[config.mk]
export PLATFORM = sky130hd
export DESIGN_NAME = antares_hilo_sequencer
export DESIGN_NICKNAME = d
export VERILOG_FILES = /design/src/rtl/antares_hilo_sequencer.sv
export SDC_FILE = /design/constraint.sdc
export NUM_CORES = 1
export LEC_CHECK = 0
export CAP_MARGIN = 20
export CORE_MARGIN = 2
export CORE_UTILIZATION = 41
export CTS_BUF_LIST = sky130_fd_sc_hd__clkbuf_8
export CTS_CLUSTER_SIZE = 28
export DETAILED_ROUTE_END_ITERATION = 6
export PLACE_DENSITY = 0.76
export REMOVE_ABC_BUFFERS = 1
export SKIP_CTS_REPAIR_TIMING = 1
export SYNTH_ARGS = -nofsm -noshare
export SYNTH_HDL_FRONTEND = slang
export SYNTH_SLANG_ARGS = --single-unit
[constraint.sdc]
create_clock -name clk -period 2.6 [get_ports clk]
set_clock_uncertainty 0.05 [all_clocks]
set_input_delay 0.52 -clock clk [delete_from_list [all_inputs] [get_ports clk]]
set_output_delay 0.52 -clock clk [all_outputs]
set_load 0.02 [all_outputs]
[src/rtl/antares_hilo_sequencer.sv]
// antares_hilo_sequencer
//   Issue/completion controller for the EX-stage HILO resources (multiplier,
//   divider, HILO write port). It starts multi-cycle MUL/MADD/MSUB/DIV ops,
//   holds the issuing instruction in EX until its result is written, and
//   discards results of flushed ops. A watchdog aborts any wait that never
//   completes.
//
// Ports
//   clk, rst            clock, synchronous active-high reset
//   ex_alu_operation    EX opcode (ALU_OP_* values below)
//   ex_b_is_zero        divisor is zero
//   ex_stall_ext        stall from other sources
//   ex_flush            EX flush
//   mult_ready          1-cycle pulse, multiplier result valid
//   div_done            1-cycle pulse, divider result valid
//   mult_start/_signed  multiplier start pulse and signedness
//   div_start/_signed   divider start pulse and signedness
//   hilo_we, hilo_sel   HILO write strobe and source select
//                       (0 none,1 MUL load,2 MUL add,3 MUL sub,4 DIV,5 MTHI,6 MTLO)
//   ex_request_stall    hold EX
//   busy                FSM is not IDLE
//   err_timeout         sticky watchdog error
//   dbg_state           current FSM state
//
// Handshake: mult_start/div_start are single-cycle commands with no
// back-pressure; mult_ready/div_done are single-cycle completions that are
// only honoured while the matching op is outstanding (wait or drain state).
module antares_hilo_sequencer #(
  parameter int TIMEOUT = 64
) (
  input  logic       clk,
  input  logic       rst,
  input  logic [4:0] ex_alu_operation,
  input  logic       ex_b_is_zero,
  input  logic       ex_stall_ext,
  input  logic       ex_flush,
  input  logic       mult_ready,
  input  logic       div_done,
  output logic       mult_start,
  output logic       mult_signed,
  output logic       div_start,
  output logic       div_signed,
  output logic       hilo_we,
  output logic [2:0] hilo_sel,
  output logic       ex_request_stall,
  output logic       busy,
  output logic       err_timeout,
  output logic [2:0] dbg_state
);

  localparam logic [4:0] ALU_OP_MULS  = 5'd16;
  localparam logic [4:0] ALU_OP_MULU  = 5'd17;
  localparam logic [4:0] ALU_OP_MADD  = 5'd18;
  localparam logic [4:0] ALU_OP_MADDU = 5'd19;
  localparam logic [4:0] ALU_OP_MSUB  = 5'd20;
  localparam logic [4:0] ALU_OP_MSUBU = 5'd21;
  localparam logic [4:0] ALU_OP_DIV   = 5'd22;
  localparam logic [4:0] ALU_OP_DIVU  = 5'd23;
  localparam logic [4:0] ALU_OP_MTHI  = 5'd24;
  localparam logic [4:0] ALU_OP_MTLO  = 5'd25;
  localparam logic [4:0] ALU_OP_MFHI  = 5'd26;
  localparam logic [4:0] ALU_OP_MFLO  = 5'd27;

  localparam int WD_W = $clog2(TIMEOUT + 1);

  typedef enum logic [2:0] {
    S_IDLE      = 3'd0,
    S_MULT_WAIT = 3'd1,
    S_DIV_WAIT  = 3'd2,
    S_HOLD      = 3'd3,
    S_DRAIN     = 3'd4
  } state_t;

  state_t          state_q, state_d;
  logic [2:0]      sel_q, sel_d;
  logic            div_q, div_d;     // outstanding op belongs to the divider
  logic [WD_W-1:0] wd_q;
  logic            err_q, set_err;

  logic       op_mult, op_mult_sgn, op_div, op_hilo, en;
  logic       in_wait, next_wait, done, timeout;
  logic [2:0] mult_code;

  always_comb begin
    op_mult = (ex_alu_operation >= ALU_OP_MULS) && (ex_alu_operation <= ALU_OP_MSUBU);
    op_mult_sgn = (ex_alu_operation == ALU_OP_MULS) || (ex_alu_operation == ALU_OP_MADD) ||
                  (ex_alu_operation == ALU_OP_MSUB);
    op_div  = (ex_alu_operation == ALU_OP_DIV) || (ex_alu_operation == ALU_OP_DIVU);
    op_hilo = (ex_alu_operation >= ALU_OP_MULS) && (ex_alu_operation <= ALU_OP_MFLO);
    if ((ex_alu_operation == ALU_OP_MADD) || (ex_alu_operation == ALU_OP_MADDU))
      mult_code = 3'd2;
    else if ((ex_alu_operation == ALU_OP_MSUB) || (ex_alu_operation == ALU_OP_MSUBU))
      mult_code = 3'd3;
    else
      mult_code = 3'd1;
  end

  // Own stall is deliberately excluded from en to avoid a combinational loop.
  assign en      = ~ex_stall_ext & ~ex_flush;
  assign in_wait = (state_q == S_MULT_WAIT) || (state_q == S_DIV_WAIT) || (state_q == S_DRAIN);
  assign done    = div_q ? div_done : mult_ready;
  assign timeout = in_wait && (wd_q == WD_W'(TIMEOUT - 1));
  assign next_wait = (state_d == S_MULT_WAIT) || (state_d == S_DIV_WAIT) || (state_d == S_DRAIN);

  always_comb begin
    state_d          = state_q;
    sel_d            = sel_q;
    div_d            = div_q;
    set_err          = 1'b0;
    mult_start       = 1'b0;
    mult_signed      = 1'b0;
    div_start        = 1'b0;
    div_signed       = 1'b0;
    hilo_we          = 1'b0;
    hilo_sel         = 3'd0;
    ex_request_stall = 1'b0;

    case (state_q)
      S_IDLE: begin
        if (op_mult) begin
          // Stall follows the opcode alone so a stalled op stays put.
          ex_request_stall = 1'b1;
          if (en) begin
            mult_start  = 1'b1;
            mult_signed = op_mult_sgn;
            sel_d       = mult_code;
            div_d       = 1'b0;
            state_d     = S_MULT_WAIT;
          end
        end else if (op_div && !ex_b_is_zero) begin
          ex_request_stall = 1'b1;
          if (en) begin
            div_start  = 1'b1;
            div_signed = (ex_alu_operation == ALU_OP_DIV);
            sel_d      = 3'd4;
            div_d      = 1'b1;
            state_d    = S_DIV_WAIT;
          end
        end else if (en && (ex_alu_operation == ALU_OP_MTHI)) begin
          hilo_we  = 1'b1;
          hilo_sel = 3'd5;
        end else if (en && (ex_alu_operation == ALU_OP_MTLO)) begin
          hilo_we  = 1'b1;
          hilo_sel = 3'd6;
        end
      end

      S_MULT_WAIT, S_DIV_WAIT: begin
        if (done && !ex_flush) begin
          hilo_we  = 1'b1;
          hilo_sel = sel_q;
          // HOLD keeps a still-stalled instruction from being issued again.
          state_d  = ex_stall_ext ? S_HOLD : S_IDLE;
        end else if (done) begin
          state_d = S_IDLE;
        end else if (timeout) begin
          set_err = 1'b1;
          state_d = S_IDLE;
        end else begin
          ex_request_stall = 1'b1;
          if (ex_flush) state_d = S_DRAIN;
        end
      end

      S_HOLD: begin
        if (!ex_stall_ext) state_d = S_IDLE;
      end

      S_DRAIN: begin
        // Abandoned result still has to land; keep other HILO users out.
        if (done) begin
          ex_request_stall = op_hilo;
          state_d          = S_IDLE;
        end else if (timeout) begin
          set_err = 1'b1;
          state_d = S_IDLE;
        end else begin
          ex_request_stall = op_hilo;
        end
      end

      default: state_d = S_IDLE;
    endcase

    if (rst) begin
      mult_start       = 1'b0;
      mult_signed      = 1'b0;
      div_start        = 1'b0;
      div_signed       = 1'b0;
      hilo_we          = 1'b0;
      hilo_sel         = 3'd0;
      ex_request_stall = 1'b0;
    end
  end

  always_ff @(posedge clk) begin
    if (rst) begin
      state_q <= S_IDLE;
      sel_q   <= 3'd0;
      div_q   <= 1'b0;
      wd_q    <= '0;
      err_q   <= 1'b0;
    end else begin
      state_q <= state_d;
      sel_q   <= sel_d;
      div_q   <= div_d;
      // Count the whole outstanding period, including a wait->drain hop.
      wd_q    <= (in_wait && next_wait) ? wd_q + 1'b1 : '0;
      err_q   <= err_q | set_err;
    end
  end

  assign busy        = ~rst & (state_q != S_IDLE);
  assign err_timeout = ~rst & err_q;
  assign dbg_state   = state_q;

endmodule

==> results.toml <==
[power]
clkPwrFrac_pct = 39.3
ir_drop_v = 0.000310
p_switching_mw = 0.112
leakagePower_nw = 0.625
power.density_nw_per_um2 = 349
power.total_mw = 0.512
p_sw_share_pct = 21.8
power.share.combinational_pct = 18.2
power_frac_seq_pct = 42.5
intPower_mw = 0.401

[layout]
final_cell_mix = "buf_4, nor2_1, dfxtp_1, clkdlybuf4s50_1"
fin_cells = 195
drive_above_1_share_pct = 32.1
final_common_cell = "buf_4"
diodes = 0
final_area_sq_um = 1470
area_growth_pct = 68.2
nets = 182

[synth]
ys_seq_area_share_pct = 32.1
avgSynthCellArea_sq_um = 7.66
synth.area.top_cells = "dfxtp_1, nor2_1, a21oi_1, nor3_1, a311o_1"
mappedNetlistArea_sq_um = 873
synth_cell_types = 36
yosysWarnings = 0
yosysTopAreaCellShare_pct = 32.1
synth-seq-cells = 14
yosysTopAreaCell = "dfxtp_1"
postSynthCellCount = 114

[sta]
hold_viol_final = 0
fin_crit_sh_pct = 100
fmax_mhz = 384
rsz0062_at_grt = "yes"
worstMarginPinSlew_ns = 0.376
final-max-slew-violation-count = 0
fin_ws_ns = -0.00690
slew_headroom_pct = 74.6
min_period_ns = 2.61
setup_violations = 1

[flow_run]
drv_cap = 0

[global_route]
grt_usage_pct = 22.8
grt_max_degree = 14
first_global_vias = 1039
grt_overflow = 0
antenna_found_initial = 0
grt_pass1_wl_um = 4480

[floorplanning]
die_area_sq_um = 2520
ioPinCount = 26
start_util_pct = 44.1
rows = 16
die_h_um = 50.2
die_w_um = 50.2
core_sq_um = 1980

[clock_tree]
insertion_delay_ns = 0.24
clkTransAtPathRegs_ns = 0.06
clock-root-buffer = "clkbuf_8"
ctsLongestPathBuffers = 2
cts_tree = "built"
clkSinkCount = 14
cts-buffers-inserted = 3
cts-htree-levels = 1

[status]
status = "finished, violations left"
violations = "setup timing"

[routing]
drtIter0Drc = 26
routed_via_density = 5.54
routedWlPerCell_um = 14.1
drc = 0
dr.pass1.iters = 4
drtAntennaViolNets = 0
vias = 1080
routed_wl_um = 2750

[placement]
port_buffers = 25
dpl.cell_count = 190
dpl_cell_area_sq_um = 1350
globalplace.congestion = 0.883
place_hpwl_um = 2050

[worst_setup_path]
end_kind = "output pin"
crit_required_ns = 2.03
cp_max_fo = 2
start_kind = "primary input"
worstPathArrival_ns = 2.04
crit_type = "in2out"

[hold_path]
min_path_type = "reg2reg"
synth_stat cells:
master,n
buf_6,1
a22oi_1,2
nand2_1,8
mux2i_1,1
a31oi_1,3
a21oi_1,9
ha_1,1
a311o_1,3
a211oi_1,1
a211o_1,2
clkbuf_1,3
o21ai_0,3
nand4_1,1
o41ai_1,1
nor3_1,8
nand2b_1,2
nor2b_1,1
nor4bb_1,1
xor2_1,3
or4_1,1
inv_1,6
o32ai_1,1
or3_1,4
nand3_1,5
or2_2,1
dfxtp_1,14
mux2_2,1
nor2_1,17
a32oi_1,1
xnor2_1,2
nor4_1,1
o21a_1,1
xnor2_2,1
a311oi_1,1
or2_4,1
nor3b_1,2
critical path, cell delays in order:
cell	delay (ns)
clkdlybuf4s50_1	0.43
nand2b_4	0.16
a311oi_2	0.20
a31oi_1	0.07
or3_1	0.34
a21oi_2	0.15
buf_4	0.15
sequential cells by signal, summed over array words and instances (netlist names):
| name | flops |
|---|---|
| dbg_state | 3 |
| err_q | 1 |
| sel_q | 3 |
| wd_q | 7 |
per-layer routing:
layer  vias to the layer above  part of all wire (%)  GRT usage (%)
met5                         -                     0              0
met4                         0                  0.47           6.94
met3                         2                   5.6           2.38
met2                        41                    55           41.9
met1                       510                    39           27.4
li1                        527                     -              -
cell families (layout without fill, tap and decap cells):
| family | after synthesis | count (layout) | synth area share [%] |
|---|---|---|---|
| adder cells (fa/ha/maj) | 1 | 1 | 1.43 |
| multiplexers | 2 | 2 | 2.44 |
| XOR/XNOR | 6 | 6 | 6.88 |
| flip-flops | 14 | 14 | 32.1 |
| AND/OR/NAND/NOR | 53 | 53 | 30.1 |
| buffers and inverters | 10 | 64 | 5.16 |
| AO/OA/AOI/OAI | 28 | 28 | 21.9 |
final timing paths:
path / slack, ns / depth (start not counted) / to / start
worst min register to register: 0.43 / 2 / err_q / err_q
worst max-delay path: -0.007 / 7 / ex_request_stall / ex_alu_operation[3]
worst min-delay path: 0.43 / 2 / err_q / err_q
worst max register to register: 0.40 / 8 / wd_q[6] / wd_q[0]
final cells by class:
type                    count  area (sq um)
fillers                   148           513
multi-input cells          90           619
flip-flops and latches     14           280
repair buffers             54           458
well taps                  27          33.8
inverters                   6          22.5
clock buffers               4          55.1
power by group through the flow:
stage | logic [mW] | clock network, mW | registers [mW]
6_report | 0.0931 | 0.202 | 0.218
5_1_grt | 0.0996 | 0.216 | 0.218
4_1_cts | 0.0835 | 0.208 | 0.218
3_5_place_dp | 0.0829 | 0 | 0.222
3_3_place_gp | 0.0814 | 0 | 0.222
2_1_floorplan | 0.0246 | 0 | 0.223
stage by stage:
step                      setup TNS [ns]  worst slack (ns)  util (%)  hold slack [ns]
after global placement             -3.04            -0.431      67.9            0.414
after floorplan                        0             0.300         -            0.379
after detailed placement           -3.50            -0.446      67.9            0.419
final                           -0.00690          -0.00690      74.1            0.427
after global routing              -0.103           -0.0684      74.1            0.444
after CTS                          -3.27            -0.462      70.6            0.431
No activity file was read; power rests on OpenSTA's default activity.
==> RTL change 1, RTL diff (same flow settings) <==
`TIMEOUT`: 64 -> 256.
--- a/src/rtl/antares_hilo_sequencer.sv
+++ b/src/rtl/antares_hilo_sequencer.sv
@@ -28,3 +28,3 @@
 module antares_hilo_sequencer #(
-  parameter int TIMEOUT = 64
+  parameter int TIMEOUT = 256
 ) (
Function: no difference found for any inputs over 10 cycles, from zero or initial values and one cycle with rst high; that may be too few to reach the edited logic, so the function may still have changed.
==> RTL change 1 against the original RTL <==
  * Wire length rose by 18%
  * Maximum frequency increased by 1.8%
  * Synthesized area increased by 27%
  * Worst setup slack gained 0.046 ns
  * Hold slack improved by 0.044 ns
  * Count of clock-buffer cells in the layout did not move
  * Clock power increased by 7%
  * Non-clock buffer count is 4 higher
  * Via count grew 9.5%
  * Cell count up 8.7%
  * Total power up 9.5%
  * Final area is 19% higher
  * Sequential cell count up 2
  * Highest routed layer unchanged
==> RTL change 1: results <==
{
  "status": "finished, final reports clean",
  "place_inst": 205,
  "wirelength_um": 3260,
  "pg_clk_mw": 0.217,
  "r2r_slack_ns": 0.05,
  "grt_pass1_wl_um": 4960,
  "peakVddDrop_uv": 348,
  "seq_area_frac_synth_pct": 29.0,
  "timing.slew.headroom_pct": 70.1,
  "worstPathMaxFanout": 9,
  "grt_max_degree": 10,
  "synth_common_cells": "nor2_1 (17), dfxtp_1 (16), nor4_1 (8)",
  "startpoint": "rst",
  "totalPowerFinal_mw": 0.561,
  "min_from": "wd_q[0]",
  "synth_area_leaders": "dfxtp_1 (29%), nor2_1 (5.8%), nor4_1 (4.5%)",
  "synth_cell_types": 47,
  "place_congestion": 0.872,
  "p_leak_nw": 0.721,
  "fillCellCount": 209,
  "critPathArrivalTime_ns": 1.99,
  "vias": 1183,
  "worstHoldEndpoint": "wd_q[0]",
  "p_seq_share_pct": 44.2,
  "reg2reg_to": "wd_q[1]",
  "fin_nets": 197,
  "drtIter0Drc": 33,
  "viasPerCell": 5.58,
  "avgSynthCellArea_sq_um": 8.70,
  "drive_gt1_share_pct": 39.6
}
## RTL change 1: worst min-delay path, delay by kind of cell, from the launching register on
kind	cells	cell delay [ns]
AND/OR/NAND/NOR	1	0.04
flip-flops	1	0.33
buffers and inverters	1	0.12
## RTL change 1: routing by layer
layer	up-vias	global-route usage [%]	wire length, um
met5	-	0	0
li1	574	-	-
met4	0	7.14	62
met3	7	2.56	127
met1	577	22.0	1370
met2	25	36.9	1700
## RTL change 1: area by class of cell
class | count | area (sq um) | share of cell area (%)
Multi-Input combinational cell | 100 | 816 | 46.8
Inverter | 4 | 15.0 | 0.861
Timing Repair Buffer | 58 | 497 | 28.5
Tap cell | 30 | 37.5 | 2.15
Sequential cell | 16 | 323 | 18.5
Clock buffer | 4 | 55.1 | 3.16
## RTL change 1: worst max-delay path by stage
stage | endpoint | slack [ns] | cells past startpoint
after global routing | wd_q[1] | -0.09 | 11
after floorplan | div_signed | -0.04 | 4
after detailed placement | div_signed | -0.39 | 6
after CTS | div_signed | -0.40 | 6
final | busy | 0.04 | 4
after global placement | div_signed | -0.36 | 6
## RTL change 1: cell families (layout without fill, tap and decap cells)
logic type	count (synthesis)	after routing	share of synthesized area (%)
AOI/OAI and AO/OA	22	23	18.3
buffers and inverters	12	66	6.34
and+or+nand+nor	65	65	35.4
xor gates and xnor gates	8	8	6.34
adders and majority gates	2	2	2.26
muxes	2	2	2.26
DFF	16	16	29.0
## RTL change 1: stage by stage
stage	setup TNS (ns)	setup WS [ns]	instance area, sq um	hold WS [ns]
after global routing	-0.637	-0.0937	1740	0.488
after CTS	-3.07	-0.405	1630	0.487
after global placement	-2.60	-0.362	1570	0.441
final	0	0.0392	1740	0.471
after detailed placement	-2.93	-0.385	1570	0.473
after floorplan	-0.0425	-0.0425	1050	0.396
==> RTL change 2, RTL diff (same settings) <==
Made on the original files. Register the output `err_timeout`; this adds one clock of latency there. The other outputs are not delayed to match.
--- a/src/rtl/antares_hilo_sequencer.sv
+++ b/src/rtl/antares_hilo_sequencer.sv
@@ -213,3 +213,5 @@
   assign busy        = ~rst & (state_q != S_IDLE);
-  assign err_timeout = ~rst & err_q;
+  always_ff @(posedge clk) begin
+    err_timeout <= ~rst & err_q;
+  end
   assign dbg_state   = state_q;
Check against the original RTL: same outputs for any inputs over 10 cycles, from zero or initial values and one cycle with rst high; that may be too few to reach the edited logic, so the function may still have changed.
==> RTL change 2 against the original RTL <==
  * The flow still finishes with violations (negative setup slack)
  * Final area is 1.1% higher
  * Worst setup slack worse by 0.042 ns
  * Sequential power is 6% higher
  * Via count is 1.9% lower
  * Global-route usage is 2.0 points lower
  * Wire length is 3.0% lower
  * Non-clock buffer count is 2 lower
  * Synthesized area is 5.9% higher
  * First-iteration DRC count is 19% higher
  * Sequential cell count is 1 higher
  * Total power is 3.3% lower
==> RTL change 2: results <==
{
  "status": "finished, violations left",
  "violations": "negative setup slack",
  "synth_common_cells": "nor2_1 (22), dfxtp_1 (15), nand2_1 (12)",
  "synthAdderAreaFrac_pct": 1.35,
  "core_area_sq_um": 2170,
  "worstPathMaxFanout": 14,
  "fin_ws_ns": -0.0492,
  "synth_xor_area_share_pct": 6.50,
  "seq_area_frac_synth_pct": 32.5,
  "synth-main-ff-cell": "dfxtp_1",
  "clock_latency_ns": 0.24,
  "p_leak_nw": 0.689,
  "fin_tns_setup_ns": -0.0492,
  "fillCellCount": 181,
  "place_ws_ns": -0.619,
  "nFlopsAndLatches": 15,
  "max_stage_delay_ns": 0.62,
  "critPathArrivalTime_ns": 2.08,
  "grt_pass1_wl_um": 4270,
  "nonClkBufAreaFrac_pct": 31.0,
  "drtIter0Drc": 31,
  "largest_register_ffs": 7,
  "drive_gt1_share_pct": 29.4,
  "place_congestion": 0.884,
  "drt-wirelength-per-cell_um": 13.5,
  "wl_met2_um": 1310,
  "final-seq-area_sq_um": 300,
  "grt_usage_pct": 20.7,
  "p_seq_share_pct": 46.9,
  "viasPerCell": 5.35,
  "grt_use_met2_pct": 35.0,
  "timing.slew.headroom_pct": 82.0,
  "nMultiInputCombCells": 96,
  "muxShareOfSynthArea_pct": 4.19,
  "grt_max_degree": 15,
  "synth_cell_types": 38,
  "fin_nets": 184,
  "clock_area_share_pct": 3.03,
  "seq_share_pct": 20.2,
  "grtUsageMet1_pct": 28.6,
  "first_pass_iters": 4,
  "sw_frac_of_total_pct": 22.3,
  "n_all_inverters": 3,
  "setup_violations": 1,
  "met3_usage_pct": 2.01,
  "synth_area_leaders": "dfxtp_1 (32%), nor2_1 (8.9%), nand2_1 (4.9%)",
  "multiInputGateArea_sq_um": 633,
  "synth_compound_area_share_pct": 18.8,
  "signal_buffers": 52,
  "holdPathStages": 1,
  "routedLengthMet1_um": 1170,
  "dpl_cell_area_sq_um": 1390,
  "hp-class": "reg2reg",
  "grt_pass1_vias": 1027,
  "top_register": "wd_q",
  "intPower_mw": 0.385,
  "r2r_cells": 6,
  "dp_hpwl_um": 2050,
  "dr_wl_met3_um": 181,
  "peakVddDrop_uv": 399
}
## RTL change 2: cell count changes after synthesis, sizes merged, moves of 2 or more
| cell | before | now |
|---|---|---|
| nor2 | 17 | 22 |
| nand2 | 8 | 12 |
| inv | 6 | 3 |
| o21ai | 3 | 0 |
| a211o | 2 | 4 |
| a21oi | 9 | 7 |
| buf | 1 | 3 |
| clkbuf | 3 | 1 |
| nor3 | 8 | 10 |
## RTL change 2: final timing paths
check / startpoint / endpoint / slack [ns]
hold reg to reg: err_q / err_timeout / 0.41
setup / recovery: rst / busy / -0.05
hold / removal: err_q / err_timeout / 0.41
setup reg to reg: sel_q[2] / wd_q[2] / 0.39
## RTL change 2: stage by stage
| stage | hold WS (ns) | cells |
|---|---|---|
| floorplan | 0.379 | 114 |
| detailed placement | 0.404 | 194 |
| global placement | 0.393 | 194 |
| CTS | 0.416 | 198 |
| finish | 0.409 | 198 |
| global route | 0.429 | 198 |
